[src/rtl/chan_sum_pkg.sv]
// Shared helpers for the chan_sum adder tree: level count, padded channel count,
// and the overflow counter width.
package chan_sum_pkg;

    localparam int OVF_CNT_W = 16;

    function automatic int clog2(input int n);
        int r;
        r = 0;
        while ((1 << r) < n) r++;
        return r;
    endfunction

    function automatic int pad_ch(input int n);
        return 1 << clog2(n);
    endfunction

endpackage

[src/rtl/chan_sum_level.sv]
// One registered level of the adder tree: N_IN lanes in, N_IN/2 pairwise sums out.
module chan_sum_level
    import chan_sum_pkg::*;
#(
    parameter int N_IN  = 2,
    parameter int SUM_W = 24
) (
    input  logic                        clk,
    input  logic                        rst,
    input  logic                        en,
    input  logic                        in_valid,
    input  logic [N_IN*SUM_W-1:0]       in_data,
    output logic                        out_valid,
    output logic [(N_IN/2)*SUM_W-1:0]   out_data
);

    localparam int N_OUT = N_IN / 2;

    logic [N_OUT*SUM_W-1:0] sum_nxt;

    for (genvar j = 0; j < N_OUT; j++) begin : g_add
        assign sum_nxt[j*SUM_W +: SUM_W] = in_data[(2*j)*SUM_W +: SUM_W]
                                         + in_data[(2*j+1)*SUM_W +: SUM_W];
    end

    always_ff @(posedge clk or posedge rst) begin
        if (rst) begin
            out_valid <= 1'b0;
            out_data  <= '0;
        end else if (en) begin
            out_valid <= in_valid;
            out_data  <= sum_nxt;
        end
    end

endmodule

[src/rtl/chan_sum_pipe.sv]
// Pipelined N-channel masked adder tree with valid/ready and overflow tracking.
// Define CHAN_SUM_SAT_EN to clamp out_sum on overflow instead of wrapping.
module chan_sum_pipe
    import chan_sum_pkg::*;
#(
    parameter int   N_CH   = 16,
    parameter int   W      = 23,
    parameter int   SIGNED = 0,
    localparam int  L      = clog2(N_CH),
    localparam int  SUM_W  = W + L
) (
    input  logic                  clk,
    input  logic                  rst,
    input  logic                  in_valid,
    output logic                  in_ready,
    input  logic [N_CH*W-1:0]     in_data,
    input  logic [N_CH-1:0]       ch_mask,
    output logic                  out_valid,
    input  logic                  out_ready,
    output logic [W-1:0]          out_sum,
    output logic [SUM_W-1:0]      out_full,
    output logic                  out_ovf,
    output logic [OVF_CNT_W-1:0]  ovf_cnt
);

    localparam int N_P    = pad_ch(N_CH);
    localparam int TREE_W = (2*N_P - 1) * SUM_W;

    // All tree levels live in one flat bus; level i starts at this lane index.
    function automatic int lvl_off(input int i);
        return 2*N_P - ((2*N_P) >> i);
    endfunction

    logic                  en;
    logic [N_P*SUM_W-1:0]  s0_nxt;
    logic [N_P*SUM_W-1:0]  s0_q;
    logic                  s0_vld;
    wire  [TREE_W-1:0]     tree;
    wire  [L:0]            vld;

    // One global stall: nothing moves unless the output slot is free or draining.
    assign en        = !out_valid || out_ready;
    assign in_ready  = en;
    assign out_valid = vld[L];
    assign out_full  = tree[lvl_off(L)*SUM_W +: SUM_W];

    always_comb begin
        s0_nxt = '0;
        for (int k = 0; k < N_CH; k++) begin
            if (ch_mask[k]) begin
                if (SIGNED != 0) s0_nxt[k*SUM_W +: SUM_W] = SUM_W'($signed(in_data[k*W +: W]));
                else             s0_nxt[k*SUM_W +: SUM_W] = SUM_W'(in_data[k*W +: W]);
            end
        end
    end

    always_ff @(posedge clk or posedge rst) begin
        if (rst) begin
            s0_vld <= 1'b0;
            s0_q   <= '0;
        end else if (en) begin
            s0_vld <= in_valid;
            s0_q   <= s0_nxt;
        end
    end

    assign tree[0 +: N_P*SUM_W] = s0_q;
    assign vld[0]               = s0_vld;

    for (genvar i = 1; i <= L; i++) begin : g_lvl
        localparam int OFF_I = lvl_off(i-1);
        localparam int OFF_O = lvl_off(i);
        localparam int N_I   = N_P >> (i-1);

        chan_sum_level #(.N_IN(N_I), .SUM_W(SUM_W)) u_lvl (
            .clk       (clk),
            .rst       (rst),
            .en        (en),
            .in_valid  (vld[i-1]),
            .in_data   (tree[OFF_I*SUM_W +: N_I*SUM_W]),
            .out_valid (vld[i]),
            .out_data  (tree[OFF_O*SUM_W +: (N_I/2)*SUM_W])
        );
    end

    if (L == 0) begin : g_single
        assign out_sum = out_full[W-1:0];
        assign out_ovf = 1'b0;
    end else begin : g_final
        localparam int FOFF = lvl_off(L-1);

        logic [SUM_W-1:0] fin_nxt;
        logic [L:0]       top_bits;
        logic             ovf_nxt;
        logic [W-1:0]     sum_nxt;

        // Same sum the last level registers; out_sum/out_ovf are derived from it
        // so they land in the same cycle as out_full.
        assign fin_nxt  = tree[FOFF*SUM_W +: SUM_W] + tree[(FOFF+1)*SUM_W +: SUM_W];
        assign top_bits = fin_nxt[SUM_W-1:W-1];

        always_comb begin
            if (SIGNED != 0) ovf_nxt = !((&top_bits) || !(|top_bits));
            else             ovf_nxt = |fin_nxt[SUM_W-1:W];
`ifdef CHAN_SUM_SAT_EN
            if (ovf_nxt) begin
                if (SIGNED != 0) sum_nxt = fin_nxt[SUM_W-1] ? ~({W{1'b1}} >> 1) : ({W{1'b1}} >> 1);
                else             sum_nxt = '1;
            end else begin
                sum_nxt = fin_nxt[W-1:0];
            end
`else
            sum_nxt = fin_nxt[W-1:0];
`endif
        end

        always_ff @(posedge clk or posedge rst) begin
            if (rst) begin
                out_sum <= '0;
                out_ovf <= 1'b0;
            end else if (en) begin
                out_sum <= sum_nxt;
                out_ovf <= ovf_nxt;
            end
        end
    end

    always_ff @(posedge clk or posedge rst) begin
        if (rst)
            ovf_cnt <= '0;
        else if (out_valid && out_ready && out_ovf && (ovf_cnt != '1))
            ovf_cnt <= ovf_cnt + 1'b1;
    end

endmodule

[config.mk]
export PLATFORM = sky130hd
export DESIGN_NAME = chan_sum_pipe
export DESIGN_NICKNAME = d
export VERILOG_FILES = /design/src/rtl/chan_sum_pkg.sv /design/src/rtl/chan_sum_level.sv /design/src/rtl/chan_sum_pipe.sv
export SDC_FILE = /design/constraint.sdc
export NUM_CORES = 2
export LEC_CHECK = 0
export CORE_MARGIN = 8
export CORE_UTILIZATION = 45
export CTS_BUF_LIST = sky130_fd_sc_hd__clkbuf_4
export DETAILED_ROUTE_END_ITERATION = 10
export PLACE_DENSITY = 0.7
export SYNTH_ARGS = -nofsm -noshare
export SYNTH_HDL_FRONTEND = slang
export SYNTH_SLANG_ARGS = --single-unit
[constraint.sdc]
create_clock -name clk -period 28.7 [get_ports clk]
set_input_delay 4.305 -clock clk [delete_from_list [all_inputs] [get_ports clk]]
set_output_delay 4.305 -clock clk [all_outputs]
set_load 0.005 [all_outputs]
==> metrics.txt <==
# TYPE chip_impl_metric gauge
chip_impl_info{name="outcome",value="finished, final reports clean"} 1
chip_impl_metric{name="core-area",unit="µm²"} 96900
chip_impl_metric{name="vdd.ir_drop.worst",unit="mV"} 0.0590
chip_impl_metric{name="portBuffers",unit=""} 456
chip_impl_metric{name="ys_async_sr_fraction",unit="%"} 100
chip_impl_metric{name="die_h",unit="µm"} 329
chip_impl_metric{name="grt_pass1_vias",unit=""} 36920
chip_impl_metric{name="fp.dieW",unit="µm"} 329
chip_impl_metric{name="cts.repair.resized",unit=""} 0
chip_impl_metric{name="initial_core_util",unit="%"} 45.4
chip_impl_info{name="worstReg2RegStart",value="g_lvl[4].u_lvl.out_valid$_DFFE_PP0P_"} 1
chip_impl_metric{name="nets",unit=""} 6231
chip_impl_metric{name="yosys_register_bits",unit=""} 761
chip_impl_metric{name="totalNegativeSetupSlack",unit="ns"} 0
chip_impl_metric{name="drtAntennaViolNets",unit=""} 0
chip_impl_info{name="worst-setup-path-type",value="in2out"} 1
chip_impl_metric{name="seq_area_frac_synth",unit="%"} 43.3
chip_impl_info{name="reg2reg_end",value="g_lvl[1].u_lvl.out_data[145]$_DFFE_PP0P_"} 1
chip_impl_metric{name="ioPinCount",unit=""} 457
chip_impl_info{name="postSynth.topFlopCell",value="sky130_fd_sc_hd__dfrtp_1"} 1
chip_impl_metric{name="layout_area_growth_over_synthesis",unit="%"} 18.4
chip_impl_metric{name="clock_sink_count",unit=""} 761
chip_impl_metric{name="syn_nets",unit=""} 5771
chip_impl_info{name="crit_chain",value="clkdlybuf4s50_1 -> nor2b_4 -> inv_8 -> clkdlybuf4s50_1"} 1
chip_impl_metric{name="skew",unit="ns"} 0.0709
chip_impl_info{name="endpoint_kind",value="output port"} 1
chip_impl_metric{name="max-clock-path-buffers",unit=""} 3
chip_impl_metric{name="crit_path_max_incr_delay",unit="ns"} 0.65
chip_impl_info{name="rsz0062_at_grt",value="false"} 1
chip_impl_metric{name="worst-path-max-fanout",unit=""} 135
chip_impl_metric{name="cts_max_level",unit=""} 4
chip_impl_metric{name="maximum_number_of_pins_on_one_net_before_global_route_repair",unit=""} 237
chip_impl_metric{name="hpwl",unit="µm"} 84300
chip_impl_metric{name="first_pass_iters",unit=""} 5
chip_impl_metric{name="worst_r2r_path_depth",unit=""} 5
chip_impl_info{name="cts_root_buf",value="sky130_fd_sc_hd__clkbuf_4"} 1
chip_impl_metric{name="power_density_cells",unit="nW/µm²"} 112
chip_impl_metric{name="synthDistinctLibCells",unit=""} 80
chip_impl_metric{name="worst_pin_slew",unit="ns"} 1.11
chip_impl_metric{name="path_buf_inv",unit=""} 3
chip_impl_metric{name="synthCells",unit=""} 5011
chip_impl_metric{name="slew_violations",unit=""} 0
chip_impl_metric{name="routed_wl",unit="µm"} 115000
chip_impl_info{name="cts_tree",value="built"} 1
chip_impl_metric{name="antenna_found_initial",unit=""} 4
chip_impl_metric{name="synth_edf_count",unit=""} 0
chip_impl_metric{name="fin_crit_sh",unit="%"} 36.8
chip_impl_info{name="worst_setup_path_start_kind",value="primary input"} 1
chip_impl_metric{name="detail_route.vias_per_cell",unit=""} 5.33
chip_impl_metric{name="grt.total_usage",unit="%"} 20.9
chip_impl_metric{name="grt_pass1_wl",unit="µm"} 187000
chip_impl_info{name="netlist_top_cells_area",value="sky130_fd_sc_hd__dfrtp_1 (43%), sky130_fd_sc_hd__ha_1 (10%), sky130_fd_sc_hd__nand2_1 (9.7%)"} 1
chip_impl_info{name="synth_top_cell_by_area",value="sky130_fd_sc_hd__dfrtp_1"} 1
chip_impl_metric{name="final_number_of_hold_violating_endpoints",unit=""} 0
chip_impl_metric{name="synth.cell_area",unit="µm²"} 44000
chip_impl_info{name="crit_path_max_delay_cell_type",value="sky130_fd_sc_hd__clkdlybuf4s50_1"} 1
chip_impl_metric{name="hold-worst-slack",unit="ns"} 0.456
chip_impl_metric{name="share_of_layout_cells_above_drive_strength_1",unit="%"} 6.98
chip_impl_metric{name="place_congestion",unit=""} 0.873
chip_impl_metric{name="timing.hold.worst_path_depth",unit=""} 2
chip_impl_metric{name="drt_iter0_drc",unit=""} 2312
chip_impl_metric{name="postSynthAreaPerCell",unit="µm²"} 8.78
chip_impl_metric{name="max_freq",unit="MHz"} 94.7
chip_impl_metric{name="nFillCells",unit=""} 9020
chip_impl_metric{name="yosys_warnings",unit=""} 0
chip_impl_metric{name="cp_data_required_time",unit="ns"} 24.40
chip_impl_metric{name="power.static_leakage",unit="nW"} 25.6
chip_impl_metric{name="clock_latency",unit="ns"} 1.10
chip_impl_metric{name="hold_buffers",unit=""} 0
chip_impl_metric{name="dp_cells",unit=""} 6538
chip_impl_metric{name="routedWlPerCell",unit="µm"} 16.6
chip_impl_metric{name="setup_violations",unit=""} 0
chip_impl_info{name="hold_path_startpoint",value="g_lvl[3].u_lvl.out_valid$_DFFE_PP0P_"} 1
chip_impl_metric{name="timing.slew.headroom",unit="%"} 25.7
chip_impl_metric{name="postCtsSetupRepairBufs",unit=""} 0
chip_impl_info{name="min_to",value="g_lvl[3].u_lvl.out_valid$_DFFE_PP0P_"} 1
chip_impl_metric{name="fin_crit",unit="ns"} 10.56
chip_impl_metric{name="drc",unit=""} 0
chip_impl_info{name="critPathTopFamily",value="buffers and inverters"} 1
chip_impl_metric{name="dr_total_vias",unit=""} 36817
chip_impl_info{name="hold_path.class",value="reg2reg"} 1
chip_impl_metric{name="timing.reg2reg.setup_slack",unit="ns"} 24.50
chip_impl_metric{name="die_area",unit="µm²"} 108000
chip_impl_metric{name="timing.max_cap.violations",unit=""} 0
chip_impl_metric{name="cts.clk_slew.worst_paths",unit="ns"} 0.06
chip_impl_info{name="critical_path_s_most_frequent_cell",value="sky130_fd_sc_hd__clkdlybuf4s50_1"} 1
chip_impl_metric{name="cts-buffers-inserted",unit=""} 207
chip_impl_metric{name="synth_top_area_share",unit="%"} 43.3
chip_impl_metric{name="placement_rows",unit=""} 114
chip_impl_metric{name="fin_cells",unit=""} 6910
chip_impl_metric{name="cp.arrival",unit="ns"} 6.25
chip_impl_metric{name="grt_overflow",unit=""} 0
-- placed cells by master, fill, tap and decap left out, types with 8 or more instances in the layout --
master	n
sky130_fd_sc_hd__dfrtp_1	761
sky130_fd_sc_hd__clkbuf_4	304
sky130_fd_sc_hd__o211ai_1	20
sky130_fd_sc_hd__fa_1	15
sky130_fd_sc_hd__nor3b_1	12
sky130_fd_sc_hd__a21oi_1	411
sky130_fd_sc_hd__xnor2_1	134
sky130_fd_sc_hd__a211o_1	9
sky130_fd_sc_hd__or3_1	15
sky130_fd_sc_hd__inv_1	71
sky130_fd_sc_hd__o21ai_1	109
sky130_fd_sc_hd__nand2b_1	38
sky130_fd_sc_hd__nor2b_1	23
sky130_fd_sc_hd__nand3_1	427
sky130_fd_sc_hd__o21a_1	34
sky130_fd_sc_hd__a221oi_1	8
sky130_fd_sc_hd__buf_4	23
sky130_fd_sc_hd__nor3_1	78
sky130_fd_sc_hd__ha_1	357
sky130_fd_sc_hd__nor2_1	310
sky130_fd_sc_hd__nand4_1	23
sky130_fd_sc_hd__and3_1	35
sky130_fd_sc_hd__and4_1	8
sky130_fd_sc_hd__nand2_1	1140
sky130_fd_sc_hd__a31o_2	8
sky130_fd_sc_hd__a31oi_1	27
sky130_fd_sc_hd__clkinv_1	43
sky130_fd_sc_hd__a41oi_1	8
sky130_fd_sc_hd__clkdlybuf4s50_1	456
sky130_fd_sc_hd__a211oi_1	32
sky130_fd_sc_hd__o21bai_1	47
sky130_fd_sc_hd__o21ai_0	137
sky130_fd_sc_hd__and2_1	16
sky130_fd_sc_hd__o31ai_1	36
sky130_fd_sc_hd__a21o_1	134
sky130_fd_sc_hd__xor2_1	171
-- routing by layer --
layer / up-vias / wire [µm] / GRT usage [%]
met5: - / 10 / 0
met4: 2 / 1960 / 5.58
met3: 162 / 6360 / 4.51
met2: 809 / 52700 / 33.8
met1: 17364 / 53500 / 28.5
li1: 18480 / - / -
-- cells by family (layout without fill, tap and decap cells) --
group	after synthesis	in the layout	share of synthesized area, %
flops	761	761	43.3
fa+ha+maj	372	372	10.8
buf+inv	305	922	2.80
mux	7	7	0.171
simple gates	2161	2161	21.3
other cells	0	6	0
xor+xnor	305	305	6.07
compound gates	1100	1100	15.6
-- sequential cells by signal (all words and copies together), names as in the netlist --
| signal | cells |
|---|---|
| s0_q | 368 |
| g_lvl.u_lvl.out_valid | 4 |
| out_ovf | 1 |
| g_lvl.u_lvl.out_data | 349 |
| s0_vld | 1 |
| out_sum | 22 |
| ovf_cnt | 16 |
-- final cells by class --
type	instances	area, µm²	area share (%)
multi-input cells	3945	23700	45.6
flip-flops and latches	761	19000	36.6
repair buffers	480	4760	9.13
clock buffers	304	2280	4.38
well taps	1276	1600	3.06
clock inverters	62	374	0.718
inverters	76	300	0.576
diodes	6	15.0	0.0288
-- cells in the mapped netlist (all sizes together), types with 36 or more instances --
cell type	count
nand2	1140
dfrtp	761
nand3	427
a21oi	412
ha	357
nor2	310
o21ai	246
xor2	171
clkbuf	163
a21o	134
xnor2	134
nor3	78
inv	75
buf	66
o21bai	47
nand2b	38
o31ai	37
a211oi	36
-- through the flow --
step	cell area, µm²	util [%]	setup WS [ns]	total power, mW
5_1_grt	52100	53.8	18.10	6.36
2_1_floorplan	44000	-	3.04	4.02
3_3_place_gp	49400	51.0	18.24	4.79
6_report	52100	53.8	18.14	5.83
4_1_cts	52100	53.8	18.21	5.89
3_5_place_dp	49400	51.0	18.21	4.86
-- worst register-to-register path: cells and delay by family, from the launching register on --
family,cells,cell delay [ns]
buffers and inverters,3,2.72
flip-flops,1,0.67
AND/OR/NAND/NOR,1,0.36
AO/OA/AOI/OAI,1,0.24
-- where the power goes --
part / internal, mW / switching, mW
clock: 0.520 / 0.469
combinational: 1.31 / 1.73
sequential: 1.48 / 0.329
-- how the worst max path moves through the flow --
| stage | startpoint | depth (start not counted) | to |
|---|---|---|---|
| global route | out_ready | 4 | in_ready |
| finish | out_ready | 4 | in_ready |
| global placement | out_ready | 4 | in_ready |
| detailed placement | out_ready | 4 | in_ready |
| floorplan | rst | 1 | g_lvl[1].u_lvl.out_data[0]$_DFFE_PP0P_ |
| CTS | out_ready | 4 | in_ready |
(Power assumes the default switching activity.)
